`src/rtl/fifo_read_drain.sv`:
```
// fifo_read_drain: drains a FIFO with one-cycle read latency into a two-entry
// skid buffer that feeds a valid/ready stream, and keeps transfer statistics.
module fifo_read_drain #(
  parameter int DATA_WIDTH = 16,
  parameter int BUF_DEPTH  = 2
) (
  input  logic                  rd_clk,
  input  logic                  reset,
  input  logic                  enable,
  input  logic                  empty,
  input  logic [DATA_WIDTH-1:0] data_out,
  output logic                  rd_en,
  output logic [DATA_WIDTH-1:0] m_data,
  output logic                  m_valid,
  input  logic                  m_ready,
  output logic [15:0]           word_count,
  output logic [15:0]           checksum,
  output logic                  busy
);

  localparam int SUM_W = (DATA_WIDTH < 16) ? DATA_WIDTH : 16;

  typedef enum logic [1:0] {
    IDLE  = 2'd0,
    RUN   = 2'd1,
    FLUSH = 2'd2
  } state_t;

  state_t                state_q, state_d;
  logic                  inflight_q;
  logic [DATA_WIDTH-1:0] buf_q [BUF_DEPTH];
  logic                  rd_ptr_q, wr_ptr_q;
  logic [1:0]            occ_q, occ_d;
  logic [15:0]           word_count_q, word_count_d;
  logic [15:0]           checksum_q, checksum_d;
  logic                  xfer_s;
  logic                  rd_en_s;
  logic [2:0]            credit_s;
  logic [15:0]           data16_s;

  // Read credit, buffer occupancy and statistics next-state.
  always_comb begin
    xfer_s   = (occ_q != 2'd0) & m_ready;
    // The word leaving downstream this cycle frees its slot now, which keeps
    // rd_en high every cycle under full flow without ever overfilling.
    credit_s = {1'b0, occ_q} - {2'b0, xfer_s} + {2'b0, inflight_q};
    rd_en_s  = (state_q == RUN) & enable & ~empty & (credit_s < 3'(BUF_DEPTH));
    occ_d    = occ_q + {1'b0, inflight_q} - {1'b0, xfer_s};
    data16_s = 16'(m_data[SUM_W-1:0]);
    if (xfer_s) begin
      word_count_d = word_count_q + 16'd1;
      checksum_d   = checksum_q + data16_s;
    end else begin
      word_count_d = word_count_q;
      checksum_d   = checksum_q;
    end
  end

  // FSM next-state.
  always_comb begin
    state_d = state_q;
    case (state_q)
      IDLE: begin
        if (enable) state_d = RUN;
        else        state_d = IDLE;
      end
      RUN: begin
        if (!enable) state_d = FLUSH;
        else         state_d = RUN;
      end
      FLUSH: begin
        if (enable)                               state_d = RUN;
        else if (!inflight_q && occ_q == 2'd0)    state_d = IDLE;
        else                                      state_d = FLUSH;
      end
      default: state_d = IDLE;
    endcase
  end

  // State, skid buffer and statistics registers.
  always_ff @(posedge rd_clk or posedge reset) begin
    if (reset) begin
      state_q      <= IDLE;
      inflight_q   <= 1'b0;
      rd_ptr_q     <= 1'b0;
      wr_ptr_q     <= 1'b0;
      occ_q        <= 2'd0;
      word_count_q <= 16'd0;
      checksum_q   <= 16'd0;
      for (int i = 0; i < BUF_DEPTH; i++) buf_q[i] <= '0;
    end else begin
      state_q      <= state_d;
      inflight_q   <= rd_en_s;
      occ_q        <= occ_d;
      word_count_q <= word_count_d;
      checksum_q   <= checksum_d;
      if (inflight_q) begin
        buf_q[wr_ptr_q] <= data_out;
        wr_ptr_q        <= ~wr_ptr_q;
      end
      if (xfer_s) rd_ptr_q <= ~rd_ptr_q;
    end
  end

  assign rd_en      = rd_en_s;
  assign m_data     = buf_q[rd_ptr_q];
  assign m_valid    = (occ_q != 2'd0);
  assign word_count = word_count_q;
  assign checksum   = checksum_q;
  assign busy       = (state_q != IDLE);

endmodule

```
`config.mk`:
```
export PLATFORM = sky130hd
export DESIGN_NAME = fifo_read_drain
export DESIGN_NICKNAME = d
export VERILOG_FILES = /design/src/rtl/fifo_read_drain.sv
export SDC_FILE = /design/constraint.sdc
export NUM_CORES = 1
export LEC_CHECK = 0
export ABC_AREA = 1
export BUFFER_PORTS_ARGS = -buffer_cell sky130_fd_sc_hd__buf_2
export CAP_MARGIN = 0
export CELL_PAD_IN_SITES_DETAIL_PLACEMENT = 2
export CELL_PAD_IN_SITES_GLOBAL_PLACEMENT = 2
export CORE_UTILIZATION = 32
export CTS_CLUSTER_SIZE = 8
export DETAILED_ROUTE_END_ITERATION = 8
export PLACE_DENSITY_LB_ADDON = 0.1
export SYNTH_ARGS = -nofsm -noshare
export SYNTH_HDL_FRONTEND = slang
export SYNTH_SLANG_ARGS = --single-unit
```
`constraint.sdc`:
```
create_clock -name rd_clk -period 3.45 [get_ports rd_clk]
set_clock_uncertainty 0.15 [all_clocks]
set_input_delay 0.345 -clock rd_clk [delete_from_list [all_inputs] [get_ports rd_clk]]
set_output_delay 0.345 -clock rd_clk [all_outputs]
set_load 0.01 [all_outputs]
```
Yosys cells after proc, flatten, opt, wreduce, memory -nomap -nowiden
Index checks and enable logic that the tools add are counted.
- register bits after elaboration: 71
- bits of input ports: 21
- output and inout port bits: 51
- word-level logic and storage cells: 48
- add/sub/neg operators: 6
- magnitude comparators: 4
- eq/ne operators: 2
- multiplexer cells: 11
- bitwise logic cells: 9
- reduce and logical (&&, ||, !) cells: 7
- operators by type and width (cell ; count):
    16-bit two-way mux ; 4
    32-bit bitwise mux ; 1
    16-bit by 1-bit adder with 16-bit output, second input constant ; 1
    16-bit adder ; 1
    16-bit demux with 1-bit select ; 1
    2-bit two-way mux ; 3
    2-bit case mux with 3 select lines ; 1
    1-bit AND ; 4
    2-bit >= comparator, second input constant ; 2
    2-bit zero test ; 2
    1-bit NOT with 2-bit output ; 2
    2-bit nonzero test ; 2
    3-bit by 1-bit adder with 3-bit output ; 1
    3-bit by 2-bit < comparator with 1-bit output, second input constant ; 1
    1-bit NOT ; 3
    2-bit by 1-bit subtractor with 3-bit output ; 1
    2-bit by 1-bit adder with 2-bit output ; 1
    2-bit by 1-bit == test with 1-bit output, second input constant ; 1
    2-bit == test, second input constant ; 1
    1-bit logical AND ; 2
    2-bit by 1-bit < comparator with 1-bit output, second input constant ; 1
    2-bit by 1-bit subtractor with 2-bit output ; 1
    1-bit zero test ; 1
    1-bit two-way mux ; 1

Depth between registers and ports, before layout
- depth in word-level cells: 6
- depth in mapped cells: 15
- mapped depth without buffers: 14

Worst setup path after synthesis
Ideal clock, no wire load.
- path kind: flip-flop to output port
- start point: reg occ_q[1]
- end point: out rd_en
- data arrival time: 2.754 ns
- required time: 2.955 ns
- slack: 0.201 ns
- stages on the path, launching flop included: 10
- buffers on the path: 1
- path through: dfrtp_1 nor2_4 nor2_8 buf_2 ha_1 inv_1 ha_1 fa_1 or3_1 a2111oi_0
- cells in the longest elaborated chain, start to end: 6
- ends and longest elaborated chain (what ; RTL line ; source):
    start: declaration ; 33 ; logic [1:0] occ_q, occ_d;
    start signal: assignment ; 87 ; occ_q <= 2'd0;
    start signal: assignment ; 94 ; occ_q <= occ_d;
    2-bit nonzero test ; 43 ; xfer_s = (occ_q != 2'd0) & m_ready;
    1-bit AND ; 43 ;
    via xfer_s ; 36 ; logic xfer_s;
    2-bit by 1-bit subtractor with 3-bit output ; 46 ; credit_s = {1'b0, occ_q} - {2'b0, xfer_s} + {2'b0, inflight_q};
    3-bit by 1-bit adder with 3-bit output ; 46 ;
    via credit_s[1] ; 38 ; logic [2:0] credit_s;
    3-bit by 2-bit < comparator with 1-bit output ; 47 ; rd_en_s = (state_q == RUN) & enable & ~empty & (credit_s < 3'(BUF_DEPTH));
    1-bit AND ; 47 ;
    end: declaration ; 12 ; output logic rd_en,
The timed path passes the listed nets, and every way through them passes these cells.

Worst setup path in the final report
- start point: reg occ_q[1]
- end point: out rd_en
- cells in the longest elaborated chain, start to end: 6
- ends and longest elaborated chain (what ; RTL line):
    2-bit nonzero test ; 43
    1-bit AND ; 43
    2-bit by 1-bit subtractor with 3-bit output * ; 46
    3-bit by 1-bit adder with 3-bit output * ; 46
    via credit_s[1] ; 38
    3-bit by 2-bit < comparator with 1-bit output * ; 47
    1-bit AND * ; 47
The timed path passes the listed nets; every way through them passes the cells marked *.

==> flow_summary.yaml <==
routing:
  drc: 0
  wirelength_mm: 11.9
  drt_iter0_drc: 72
  viasPerCell: 4.74
  post_drt_wl_per_cell_um: 15.4
  dr.pass1.iters: 4
  ant_nets: 0
  vias: 3685
placed_design:
  dp.cells: 760
  port-buffer-count: 71
  gp_congestion: 0.764
  dp_slack_ps: 326
  placed_area_um2: 4530
  dp_hpwl_mm: 8.79
synthesis:
  yosys.area.top_type: "dfrtp_1"
  synth.distinct_cells: 31
  yosysWarnings: 0
  synthTopCellsByArea: "dfrtp_1 45%, nand2_1 19%, inv_1 7.5%, ha_1 5.7%, o21ai_0 4.9%"
  synthesis.area_um2: 3980
  yosysSeqAreaShare: 0.447
  syn-num-nets: 570
  syn_avg_cell_area_um2: 7.52
  synth_top_area_share: 0.447
  synth_seq_cells: 71
  syn_inst: 529
timing:
  fmax_ghz: 0.305
  holdWs_ps: 26.5
  maxSlewViolCount: 0
  finalCritPeriodShare: 0.951
  final_hold_viol_count: 0
  finalSetupViolations: 0
  tightest_slew_ps: 1080
  maxSlewHeadroom: 0.276
  post-route-min-period_ps: 3280
  fin_ws_ps: 168
  rsz0062_at_grt: "no"
  tns_ps: 0
clocking:
  cts_buffer_depth: 2
  cts_max_level: 3
  clk_latency_ps: 340
  cts_tree: "done"
  cts_root_buf: "clkbuf_16"
  cts_made_buffers: 9
  clkSinkCount: 71
  clkSlewWorstSetupHoldPaths_ps: 60
die:
  floorplan.die_area_um2: 12900
  die_height_um: 114
  std_cell_rows: 40
  initial_utilization: 0.330
  core_area_um2: 12100
  ios: 72
  die_w_um: 114
min_path:
  hold_path_depth: 2
  hp-start: "enable"
  hold_path.class: "input port to flip-flop"
  min_to: "state_q[1]"
global_route:
  grt_pass1_vias: 3899
  antenna_found_initial: 0
  grt_overflow: 0
  grt_max_degree: 49
  track_usage: 0.201
  grt_first_pass_wirelength_mm: 19.7
critical_path:
  worstPathMaxFanout: 4
  crit_type: "flip-flop to output port"
  critPathCaptureType: "output port"
  reg2reg_to: "checksum[12]"
  start_kind: "flip-flop"
  worstPathRequired_ps: 2950
  rrSetupSlack_ps: 850
  reg2reg_depth: 12
  r2r-start: "rd_ptr_q"
  worstPathArrival_ps: 2790
power:
  netSwitchingPower_uw: 2730
  pwr-share-clk: 0.183
  p_leak_uw: 0.00277
  swShare: 0.477
  power.share.combinational: 0.571
  p_seq_frac: 0.245
  ir_drop_uv: 297
  internal-power_uw: 3000
  powerDensity_nw_per_um2: 1180
cells_and_area:
  nets: 645
  diodes: 0
  synthToLayoutAreaGrowth_pct: 22.5
  fin_cells: 777
  stdcell_area_um2: 4870
  drive_gt1_frac: 0.182
flow_run:
  cap_viol_max_count: 0
outcome:
  status: "completed"
## critical path, cell delays in order (launching register included)
cell and delay [ps]:
dfrtp_1 440, nor2_4 180, nor2_8 40, ha_1 270, inv_1 40, ha_1 180, fa_1 470, or3_1 370
a2111oi_2 260, buf_2 200
## state kept, by name (all words and copies together), names as in the netlist
signal	cells
occ_q	2
wr_ptr_q	1
inflight_q	1
word_count	16
buf_q	32
checksum	16
rd_ptr_q	1
state_q	2
## area by class of cell
type                    instances  area (µm²)
inverters                      82         308
clock inverters                 5        80.1
fillers                      1427        7190
well taps                     168         210
clock buffers                  11         253
flip-flops and latches         71        1780
repair buffers                 77         400
multi-input cells             363        1850
## per-stage QoR
stage / total power (µW) / util
after floorplan: 3600 / -
after global placement: 4540 / 0.375
after detailed placement: 4710 / 0.375
after CTS: 5830 / 0.404
after global routing: 6310 / 0.404
final: 5730 / 0.404
## kinds of logic (layout without fill, tap and decap cells)
family	after synthesis	after routing	share of synthesized area
buffers and inverters	95	175	0.0909
and+or+nand+nor	276	276	0.292
AOI/OAI and AO/OA	48	48	0.0616
adders and majority gates	20	20	0.0667
xor gates and xnor gates	19	19	0.0418
DFF	71	71	0.447
## synth_stat cells
cell type,n
a2111oi_0,1
nand3_1,24
or2_1,1
a31oi_1,1
nor2_4,2
nor3_1,8
o21ai_0,39
nand2_2,2
nor3_2,1
nor2_1,17
nor4_1,1
buf_2,4
inv_1,80
a21oi_1,7
ha_1,18
and2_1,1
nor2_2,3
buf_1,1
or3_1,1
clkbuf_1,8
fa_1,2
nand2_1,206
nand4_1,1
xor2_1,13
inv_2,2
nor2_8,1
nand3b_1,2
xnor2_1,6
nand2_4,1
dfrtp_1,71
or2_2,4
## timing repair
action | in CTS | in global routing
hold buffers | 0 | 0
resized for setup | 2 | 0
setup buffers | 0 | 1
pin swaps | 0 | 1
setup endpoints to repair | 1 | 1
## power by group through the flow
stage	combinational, µW	sequential (µW)	clock [µW]
2_1_floorplan	2190	1420	0
3_5_place_dp	3290	1420	0
5_1_grt	3750	1450	1110
3_3_place_gp	3140	1400	0
6_report	3270	1410	1050
4_1_cts	3350	1410	1080
## layer usage
| metal | wire length, µm | track usage | vias to the layer above |
|---|---|---|---|
| met2 | 5960 | 0.344 | 47 |
| li1 | - | - | 1776 |
| met4 | 175 | 0.0614 | 0 |
| met1 | 5500 | 0.255 | 1848 |
| met5 | 0 | 0 | - |
| met3 | 310 | 0.0404 | 14 |
## worst max-delay path by stage
| stage | startpoint | endpoint | slack (ps) | cells past startpoint |
|---|---|---|---|---|
| detailed placement | occ_q[1] | rd_en | 330 | 9 |
| CTS | occ_q[1] | rd_en | 90 | 9 |
| finish | occ_q[1] | rd_en | 170 | 9 |
| global route | occ_q[1] | rd_en | 9 | 9 |
| floorplan | occ_q[1] | rd_en | 200 | 9 |
| global placement | occ_q[1] | rd_en | 360 | 9 |
## cell usage in the layout, fill, tap and decap left out
| master | synthesis | layout |
|---|---|---|
| a2111oi_2 | 0 | 1 |
| a21oi_1 | 7 | 7 |
| a31oi_1 | 1 | 1 |
| and2_1 | 1 | 1 |
| buf_2 | 4 | 71 |
| buf_4 | 0 | 6 |
| bufinv_16 | 0 | 2 |
| clkbuf_16 | 0 | 9 |
| clkbuf_8 | 0 | 2 |
| clkinv_2 | 0 | 1 |
| clkinvlp_4 | 0 | 2 |
| dfrtp_1 | 71 | 71 |
| fa_1 | 2 | 2 |
| ha_1 | 18 | 18 |
| inv_1 | 80 | 79 |
| inv_2 | 2 | 3 |
| nand2_1 | 206 | 206 |
| nand2_2 | 2 | 2 |
| nand2_4 | 1 | 1 |
| nand3_1 | 24 | 24 |
| nand3b_1 | 2 | 2 |
| nand4_1 | 1 | 1 |
| nor2_1 | 17 | 17 |
| nor2_2 | 3 | 3 |
| nor2_4 | 2 | 2 |
| nor2_8 | 1 | 1 |
| nor3_1 | 8 | 8 |
| nor3_2 | 1 | 1 |
| nor4_1 | 1 | 1 |
| o21ai_0 | 39 | 39 |
| or2_1 | 1 | 1 |
| or2_2 | 4 | 4 |
| or3_1 | 1 | 1 |
| xnor2_1 | 6 | 6 |
| xor2_1 | 13 | 13 |
(Power assumes the default switching activity.)
